`src/rtl/llsc_ctrl_pkg.sv`:
```
// Shared types and defaults for the LL/SC reservation controller.
package llsc_ctrl_pkg;

  typedef enum logic {
    LlscIdle   = 1'b0,
    LlscLinked = 1'b1
  } llsc_state_e;

  localparam int unsigned LlscTimeoutDefault = 1024;
  localparam int unsigned LlscGranLsb        = 2;

  // Counter width for a timeout of n cycles; never narrower than one bit.
  function automatic int unsigned timer_width(input int unsigned n);
    return (n > 1) ? $clog2(n) : 1;
  endfunction

endpackage

```
`src/rtl/llsc_timer.sv`:
```
// Reservation age counter: counts LINKED cycles and flags the last surviving cycle.
module llsc_timer
  import llsc_ctrl_pkg::*;
#(
  parameter int unsigned TIMEOUT = LlscTimeoutDefault
) (
  input  logic clk,
  input  logic rst,
  input  logic clear,
  input  logic enable,
  output logic expire
);

  generate
    if (TIMEOUT == 0) begin : g_off
      logic unused_ctrl;
      assign unused_ctrl = clk ^ rst ^ clear ^ enable;
      assign expire      = 1'b0;
    end else begin : g_on
      localparam int unsigned CW = timer_width(TIMEOUT);
      localparam logic [CW-1:0] LAST = CW'(TIMEOUT - 1);

      logic [CW-1:0] cnt_q;

      // Saturates at LAST so a stale count can never wrap back into range.
      always_ff @(posedge clk) begin
        if (rst) begin
          cnt_q <= '0;
        end else if (clear) begin
          cnt_q <= '0;
        end else if (enable && (cnt_q != LAST)) begin
          cnt_q <= cnt_q + CW'(1);
        end
      end

      assign expire = enable && (cnt_q == LAST);
    end
  endgenerate

endmodule

```
`src/rtl/llsc_ctrl.sv`:
```
// LL/SC reservation controller for the MEM stage: link tracking, SC decision,
// LLbit write-back and saturating SC-failure counter.
module llsc_ctrl
  import llsc_ctrl_pkg::*;
#(
  parameter int unsigned ADDR_W   = 32,
  parameter int unsigned GRAN_LSB = LlscGranLsb,
  parameter int unsigned TIMEOUT  = LlscTimeoutDefault,
  parameter int unsigned CNT_W    = 16
) (
  input  logic              clk,
  input  logic              rst,
  input  logic              flush,
  input  logic              ll_valid_i,
  input  logic [ADDR_W-1:0] ll_addr_i,
  input  logic              sc_valid_i,
  input  logic [ADDR_W-1:0] sc_addr_i,
  input  logic              snoop_valid_i,
  input  logic [ADDR_W-1:0] snoop_addr_i,
  output logic              sc_ok_o,
  output logic              link_valid_o,
  output logic [ADDR_W-1:0] link_addr_o,
  output logic              llbit_we_o,
  output logic              llbit_wdata_o,
  output logic [CNT_W-1:0]  sc_fail_cnt_o
);

  llsc_state_e       state_q, state_d;
  logic [ADDR_W-1:0] link_addr_q, link_addr_d;
  logic [CNT_W-1:0]  fail_cnt_q, fail_cnt_d;
  logic              llbit_we_d, llbit_wdata_d;
  logic              linked_c, sc_match_c, snoop_hit_c, timer_clr_c, expire_c;

  // Word-granule compares: bits below GRAN_LSB are shifted out of the difference.
  assign linked_c    = (state_q == LlscLinked);
  assign sc_match_c  = ((sc_addr_i ^ link_addr_q) >> GRAN_LSB) == '0;
  assign snoop_hit_c = linked_c && snoop_valid_i &&
                       (((snoop_addr_i ^ link_addr_q) >> GRAN_LSB) == '0);
  assign sc_ok_o     = linked_c && sc_valid_i && !flush && sc_match_c && !snoop_hit_c;

  llsc_timer #(
    .TIMEOUT(TIMEOUT)
  ) u_timer (
    .clk   (clk),
    .rst   (rst),
    .clear (timer_clr_c),
    .enable(linked_c),
    .expire(expire_c)
  );

  always_ff @(posedge clk) begin
    if (rst) begin
      state_q       <= LlscIdle;
      link_addr_q   <= '0;
      fail_cnt_q    <= '0;
      llbit_we_o    <= 1'b0;
      llbit_wdata_o <= 1'b0;
    end else begin
      state_q       <= state_d;
      link_addr_q   <= link_addr_d;
      fail_cnt_q    <= fail_cnt_d;
      llbit_we_o    <= llbit_we_d;
      llbit_wdata_o <= llbit_wdata_d;
    end
  end

  // Event priority: flush > SC > LL > snoop hit > timeout.
  always_comb begin
    state_d       = state_q;
    link_addr_d   = link_addr_q;
    fail_cnt_d    = fail_cnt_q;
    llbit_we_d    = 1'b0;
    llbit_wdata_d = 1'b0;
    timer_clr_c   = 1'b0;

    if (flush) begin
      state_d    = LlscIdle;
      llbit_we_d = 1'b1;
    end else if (sc_valid_i) begin
      state_d    = LlscIdle;
      llbit_we_d = 1'b1;
      if (!sc_ok_o && (fail_cnt_q != '1)) begin
        fail_cnt_d = fail_cnt_q + CNT_W'(1);
      end
    end else if (ll_valid_i) begin
      state_d       = LlscLinked;
      link_addr_d   = ll_addr_i;
      timer_clr_c   = 1'b1;
      llbit_we_d    = 1'b1;
      llbit_wdata_d = 1'b1;
    end else if (snoop_hit_c) begin
      state_d    = LlscIdle;
      llbit_we_d = 1'b1;
    end else if (linked_c && expire_c) begin
      state_d    = LlscIdle;
      llbit_we_d = 1'b1;
    end
  end

  assign link_valid_o  = linked_c;
  assign link_addr_o   = link_addr_q;
  assign sc_fail_cnt_o = fail_cnt_q;

endmodule
```
`config.mk`:
```
export PLATFORM = sky130hd
export DESIGN_NAME = llsc_ctrl
export DESIGN_NICKNAME = d
export VERILOG_FILES = /design/src/rtl/llsc_ctrl_pkg.sv /design/src/rtl/llsc_timer.sv /design/src/rtl/llsc_ctrl.sv
export SDC_FILE = /design/constraint.sdc
export NUM_CORES = 1
export LEC_CHECK = 0
export ABC_AREA = 1
export BUFFER_PORTS_ARGS = -buffer_cell sky130_fd_sc_hd__buf_2
export CORE_UTILIZATION = 53
export DETAILED_ROUTE_END_ITERATION = 10
export PLACE_DENSITY_LB_ADDON = 0.12
export SLEW_MARGIN = 5
export SYNTH_ARGS = -nofsm -noshare
export SYNTH_HDL_FRONTEND = slang
export SYNTH_HIERARCHICAL = 1
export SYNTH_SLANG_ARGS = --single-unit
export TNS_END_PERCENT = 10
```
`constraint.sdc`:
```
create_clock -name clk -period 3.9 [get_ports clk]
set_input_delay 0.39 -clock clk [delete_from_list [all_inputs] [get_ports clk]]
set_output_delay 0.39 -clock clk [all_outputs]
set_load 0.01 [all_outputs]
```
==> results of run 1 <==
[placed cells by master, fill, tap and decap left out, types with 2 or more instances in the layout]
cell type / count
a21oi_1: 39
nor3_1: 4
ha_1: 2
clkinv_4: 2
nand4_1: 14
xnor2_1: 7
dfxtp_1: 61
nand2_2: 2
o21ai_0: 33
clkbuf_8: 9
o21ai_1: 3
xor2_1: 3
bufinv_16: 2
clkinv_2: 2
nand3_1: 23
inv_2: 4
buf_2: 149
nor2_2: 2
nand2_1: 243
nor2_1: 86
nor2_4: 3
inv_1: 136
nand3_2: 5
[area by class of cell]
class	count	area (µm²)
flip-flops and latches	61	1220
clock buffers	10	128
multi-input cells	473	2100
inverters	140	526
fillers	700	2280
repair buffers	150	753
well taps	99	124
clock inverters	6	87.6
[state kept, by name, indices dropped and copies added (netlist names)]
signal,flops
link_addr_o,32
link_valid_o,1
llbit_wdata_o,1
llbit_we_o,1
sc_fail_cnt_o,16
u_timer/g_on.cnt_q,10
[cell families after synthesis]
logic type,share of synthesized area
AO/OA/AOI/OAI,0.0974
AND/OR/NAND/NOR,0.407
flip-flops,0.311
buffers and inverters,0.156
adder cells (fa/ha/maj),0.00636
XOR/XNOR,0.0223
[routing by layer]
layer  GRT usage  share of wire
met5           0              0
met4       0.123          0.024
met3      0.0697          0.075
met2       0.469           0.46
met1       0.351           0.44
[final timing paths]
check                                              to  slack, ns
worst max-delay path                          sc_ok_o       1.30
worst min register to register  u_timer/g_on.cnt_q[8]       0.50
worst max register to register       sc_fail_cnt_o[1]       1.38
worst min-delay path                   link_addr_o[1]       0.28
[report_power, final]
group	internal, W	switching (W)
registers	0.000646	0.0000234
clock network	0.000360	0.000268
logic	0.000107	0.000145
[worst max-delay path, stage by stage, from the launching register on]
cell and delay, ns:
dfxtp_1 0.64, nand2_1 0.10, nor2_1 0.12, nand2_1 0.06, nor2_1 0.09, nand2_1 0.08, nor2_1 0.09, nand2_1 0.11
nand2_2 0.37, inv_1 0.07, buf_2 0.15
[stage by stage]
stage / utilization / total power, W / hold slack, ns / std cells
finish: 0.684 / 0.00155 / 0.277 / 939
global route: 0.684 / 0.00162 / 0.290 / 939
CTS: 0.684 / 0.00155 / 0.262 / 939
detailed placement: 0.654 / 0.000933 / 0.490 / 923
global placement: 0.654 / 0.000925 / 0.471 / 923
floorplan: - / 0.000819 / 0.459 / 691
==> impl_metrics.env, run 1 <==
export IMPL_status="finished clean"
export IMPL_hold_depth=3
export IMPL_setup_slack_ns=1.30
export IMPL_insertedDiodeCount=0
export IMPL_report_final_setup_viol=0
export IMPL_antenna_found_initial=0
export IMPL_drt_iter0_drc=171
export IMPL_grt_pass1_vias=3979
export IMPL_yosysSeqAreaShare=0.311
export IMPL_cts_buffers=9
export IMPL_cts_root_buf="clkbuf_8"
export IMPL_synthFlopType="dfxtp_1"
export IMPL_setup_tns_ns=0
export IMPL_finalHoldViolations=0
export IMPL_hold_buffers=0
export IMPL_core_area_um2=7210
export IMPL_clk_pin_slew_worst_paths_ns=0.07
export IMPL_ir_drop_mv=0.172
export IMPL_cts_sinks=61
export IMPL_cap_violations=0
export IMPL_ys_seq_elements=61
export IMPL_initial_utilization=0.545
export IMPL_finClkSkew_ns=0.0114
export IMPL_stdcell_area_um2=4940
export IMPL_place_ws_ns=1.42
export IMPL_viasPerCell=4.79
export IMPL_postCtsSetupBuffers=0
export IMPL_yosysWarnings=6
export IMPL_arrival_ns=2.21
export IMPL_pin_count=154
export IMPL_die_h_um=88.1
export IMPL_dieArea_um2=7770
export IMPL_drt_first_pass_iters=4
export IMPL_syn_cell_area_um2=3930
export IMPL_wl_per_cell_um=11.5
export IMPL_fmax_mhz=385
export IMPL_r2r_cells=8
export IMPL_track_usage=0.283
export IMPL_tightestPinTransition_ns=0.977
export IMPL_synth_largest_area_cell="dfxtp_1"
export IMPL_nNetsFinal=939
export IMPL_startpoint_type="flip-flop"
export IMPL_clk_latency_ns=0.34
export IMPL_h_tree_depth=3
export IMPL_drc=0
export IMPL_synthCells=691
export IMPL_ant_nets=0
export IMPL_path_max_fanout=22
export IMPL_synth_most_common_cell="nand2_1"
export IMPL_slew_headroom=0.347
export IMPL_dp_hpwl_um=8280
export IMPL_path_class="reg -> out"
export IMPL_grt_start_max_net_pins=65
export IMPL_vias=4497
export IMPL_hold_path_class="in -> reg"
export IMPL_period_minus_slack_ns=2.60
export IMPL_cp_startpoint="link_valid_o"
export IMPL_cp_end_kind="output port"
export IMPL_totalWireLength_um=10800
export IMPL_critPathRequiredTime_ns=3.51
export IMPL_drive_gt1_frac=0.218
export IMPL_grt_first_pass_wirelength_um=16900
export IMPL_rows=31
export IMPL_rsz0062_at_grt="no"
export IMPL_yosys_top_cells_count="nand2_1 (243), inv_1 (136), nor2_1 (86)"
export IMPL_cts_resized=0
export IMPL_grt_overflow=0
export IMPL_synth_cell_type_count=26
export IMPL_synth_edff_count=0
export IMPL_dpl_cell_area_um2=4720
export IMPL_io_buffers=149
export IMPL_hold_start="ll_addr_i[1]"
export IMPL_synthTopCellsByArea="dfxtp_1 (31%), nand2_1 (23%), inv_1 (13%), nor2_1 (8.2%), a21oi_1 (5.0%)"
export IMPL_postSynthAreaPerCell_um2=5.69
export IMPL_r2r_start="sc_fail_cnt_o[0]"
export IMPL_cts_buffer_depth=2
export IMPL_finalCritPeriodShare=0.666
export IMPL_areaGrowthSynthToFinish_pct=25.5
export IMPL_cts_tree="built"
export IMPL_finalMaxSlewViolations=0
export IMPL_power_density_nw_per_um2=314
export IMPL_synth_nets=795
export IMPL_synthArstFlopShare=0
export IMPL_die_w_um=88.1
export IMPL_synth_top_cell_area_share=0.311
export IMPL_place_gp_congestion=0.887
export IMPL_p_leak_nw=2.76
(Power assumes the default switching activity.)
==> run 2, diff against run 1 <==
CORE_UTILIZATION = 45   (was 53)
clock period = 2.1 ns   (was 3.9 ns; I/O delays follow)
==> run 2 against run 1 <==
Effect of this change:
- count of clock-buffer cells in the layout is 1 higher
- setup slack got worse by 1.2 ns
- combinational power grew 92%
- utilization fell by 6.2 points
- critical path type unchanged
- critical endpoint unchanged
==> impl_metrics.env, run 2 (synthesis gave the netlist of run 1 again) <==
export IMPL_critPathSlowestCell="dfxtp_1"
export IMPL_insertedDiodeCount=0
export IMPL_cts_buffers=9
export IMPL_hold_start="ll_addr_i[1]"
export IMPL_largest_reg_flops=32
export IMPL_cts_root_buf="clkbuf_8"
export IMPL_drt_iter0_drc=147
export IMPL_track_usage=0.248
export IMPL_rows=33
export IMPL_clk_latency_ns=0.35
export IMPL_dieArea_um2=9120
export IMPL_setup_tns_ns=0
export IMPL_viasPerCell=4.77
export IMPL_antenna_found_initial=0
export IMPL_hold_path_class="in -> reg"
export IMPL_fill_cells=830
export IMPL_hold_buffers=0
export IMPL_cp_end_kind="output port"
export IMPL_drive_gt1_frac=0.272
export IMPL_report_final_setup_viol=0
export IMPL_cts_buffer_depth=2
export IMPL_nNetsFinal=954
export IMPL_dpl_cell_area_um2=4810
export IMPL_crit_chain="xnor2_1 > nand3_1 > nor2_1 > nand2_1 > nor2_2 > nand2_4 > buf_12 > inv_1 > buf_2"
export IMPL_arrival_ns=1.76
export IMPL_status="finished clean"
export IMPL_period_minus_slack_ns=1.97
export IMPL_cts_tree="built"
export IMPL_finalHoldViolations=0
export IMPL_die_h_um=95.5
export IMPL_initial_utilization=0.471
export IMPL_drc=0
export IMPL_pin_count=154
export IMPL_path_max_fanout=5
export IMPL_slew_headroom=0.711
export IMPL_finalMaxSlewViolations=0
export IMPL_core_area_um2=8340
export IMPL_r2r_start="link_valid_o"
export IMPL_finClkSkew_ns=0.0177
export IMPL_place_gp_congestion=0.848
export IMPL_critPathRequiredTime_ns=1.89
export IMPL_power_density_nw_per_um2=590
export IMPL_finalCritPeriodShare=0.938
export IMPL_h_tree_depth=3
export IMPL_path_class="reg -> out"
export IMPL_grt_start_max_net_pins=34
export IMPL_clk_pin_slew_worst_paths_ns=0.08
export IMPL_drt_first_pass_iters=4
export IMPL_totalWireLength_um=11400
export IMPL_cap_violations=0
export IMPL_dp_hpwl_um=8690
export IMPL_mostFrequentLayoutCells="nand2_1 (241), buf_2 (149), inv_1 (133)"
export IMPL_worst_path_buf_inv=3
export IMPL_cp_startpoint="link_addr_o[4]"
export IMPL_tightestPinTransition_ns=0.434
export IMPL_vias=4571
export IMPL_grt_pass1_vias=3915
export IMPL_io_buffers=149
export IMPL_ir_drop_mv=0.381
export IMPL_startpoint_type="flip-flop"
export IMPL_p_leak_nw=2.88
export IMPL_final_core_util=0.622
export IMPL_areaGrowthSynthToFinish_pct=31.9
export IMPL_cpPeakStageDelay_ns=0.34
export IMPL_stdcell_area_um2=5190
export IMPL_die_w_um=95.5
export IMPL_ant_nets=0
export IMPL_grt_first_pass_wirelength_um=17200
export IMPL_layout_commonest_cell="nand2_1"
export IMPL_fmax_mhz=508
export IMPL_wl_per_cell_um=11.9
export IMPL_cts_sinks=61
export IMPL_cp_top_family="simple AND/OR/NAND/NOR gates"
export IMPL_grt_overflow=0
[run 2: through the flow]
step                      setup slack (ns)  cells  power (W)  hold WS (ns)
after floorplan                      0.501    691    0.00152         0.279
after global placement               0.354    936    0.00173         0.433
after detailed placement             0.290    936    0.00174         0.438
after CTS                          0.00333    951    0.00307        0.0678
after global routing               -0.0196    959    0.00321        0.0779
final                                0.131    959    0.00306        0.0761
[run 2: repair_timing]
action / 4_1_cts / 5_1_grt
pin swaps: 1 / 9
gates resized for setup: 1 / 37
buffers inserted: 0 / 7
endpoints found under the setup margin: 1 / 1
gates cloned: 0 / 1
[run 2: final timing paths]
kind,to,slack (ns),cells past startpoint
max,sc_ok_o,0.13,9
min,link_addr_o[1],0.08,3
max reg2reg,sc_fail_cnt_o[2],0.25,14
min reg2reg,link_addr_o[2],0.49,2
[run 2: final cells by class]
cell class / count / area, µm² / area share
multi-input cells: 473 / 2120 / 0.409
flip-flops and latches: 61 / 1250 / 0.241
repair buffers: 165 / 908 / 0.175
inverters: 140 / 526 / 0.101
clock buffers: 11 / 151 / 0.0292
well taps: 105 / 131 / 0.0253
clock inverters: 4 / 95.1 / 0.0183
[run 2: metal layers]
metal | up-vias | routed length [µm] | GRT usage
met2 | 141 | 5250 | 0.413
met3 | 18 | 714 | 0.0463
met1 | 2017 | 5190 | 0.314
met5 | - | 0 | 0
met4 | 0 | 239 | 0.104
li1 | 2395 | - | -
[run 2: where the power goes]
group	internal (W)	switching, W	total (W)	leakage, nW
registers	0.00120	0.0000414	0.00124	0.507
logic	0.000208	0.000277	0.000485	2.25
clock network	0.000846	0.000483	0.00133	0.125
total	0.00226	0.000802	0.00306	2.88
[run 2: tightest hold or removal path: stages]
cell and delay (ns):
buf_2 0.07, nor2_1 0.03, nor2_1 0.08
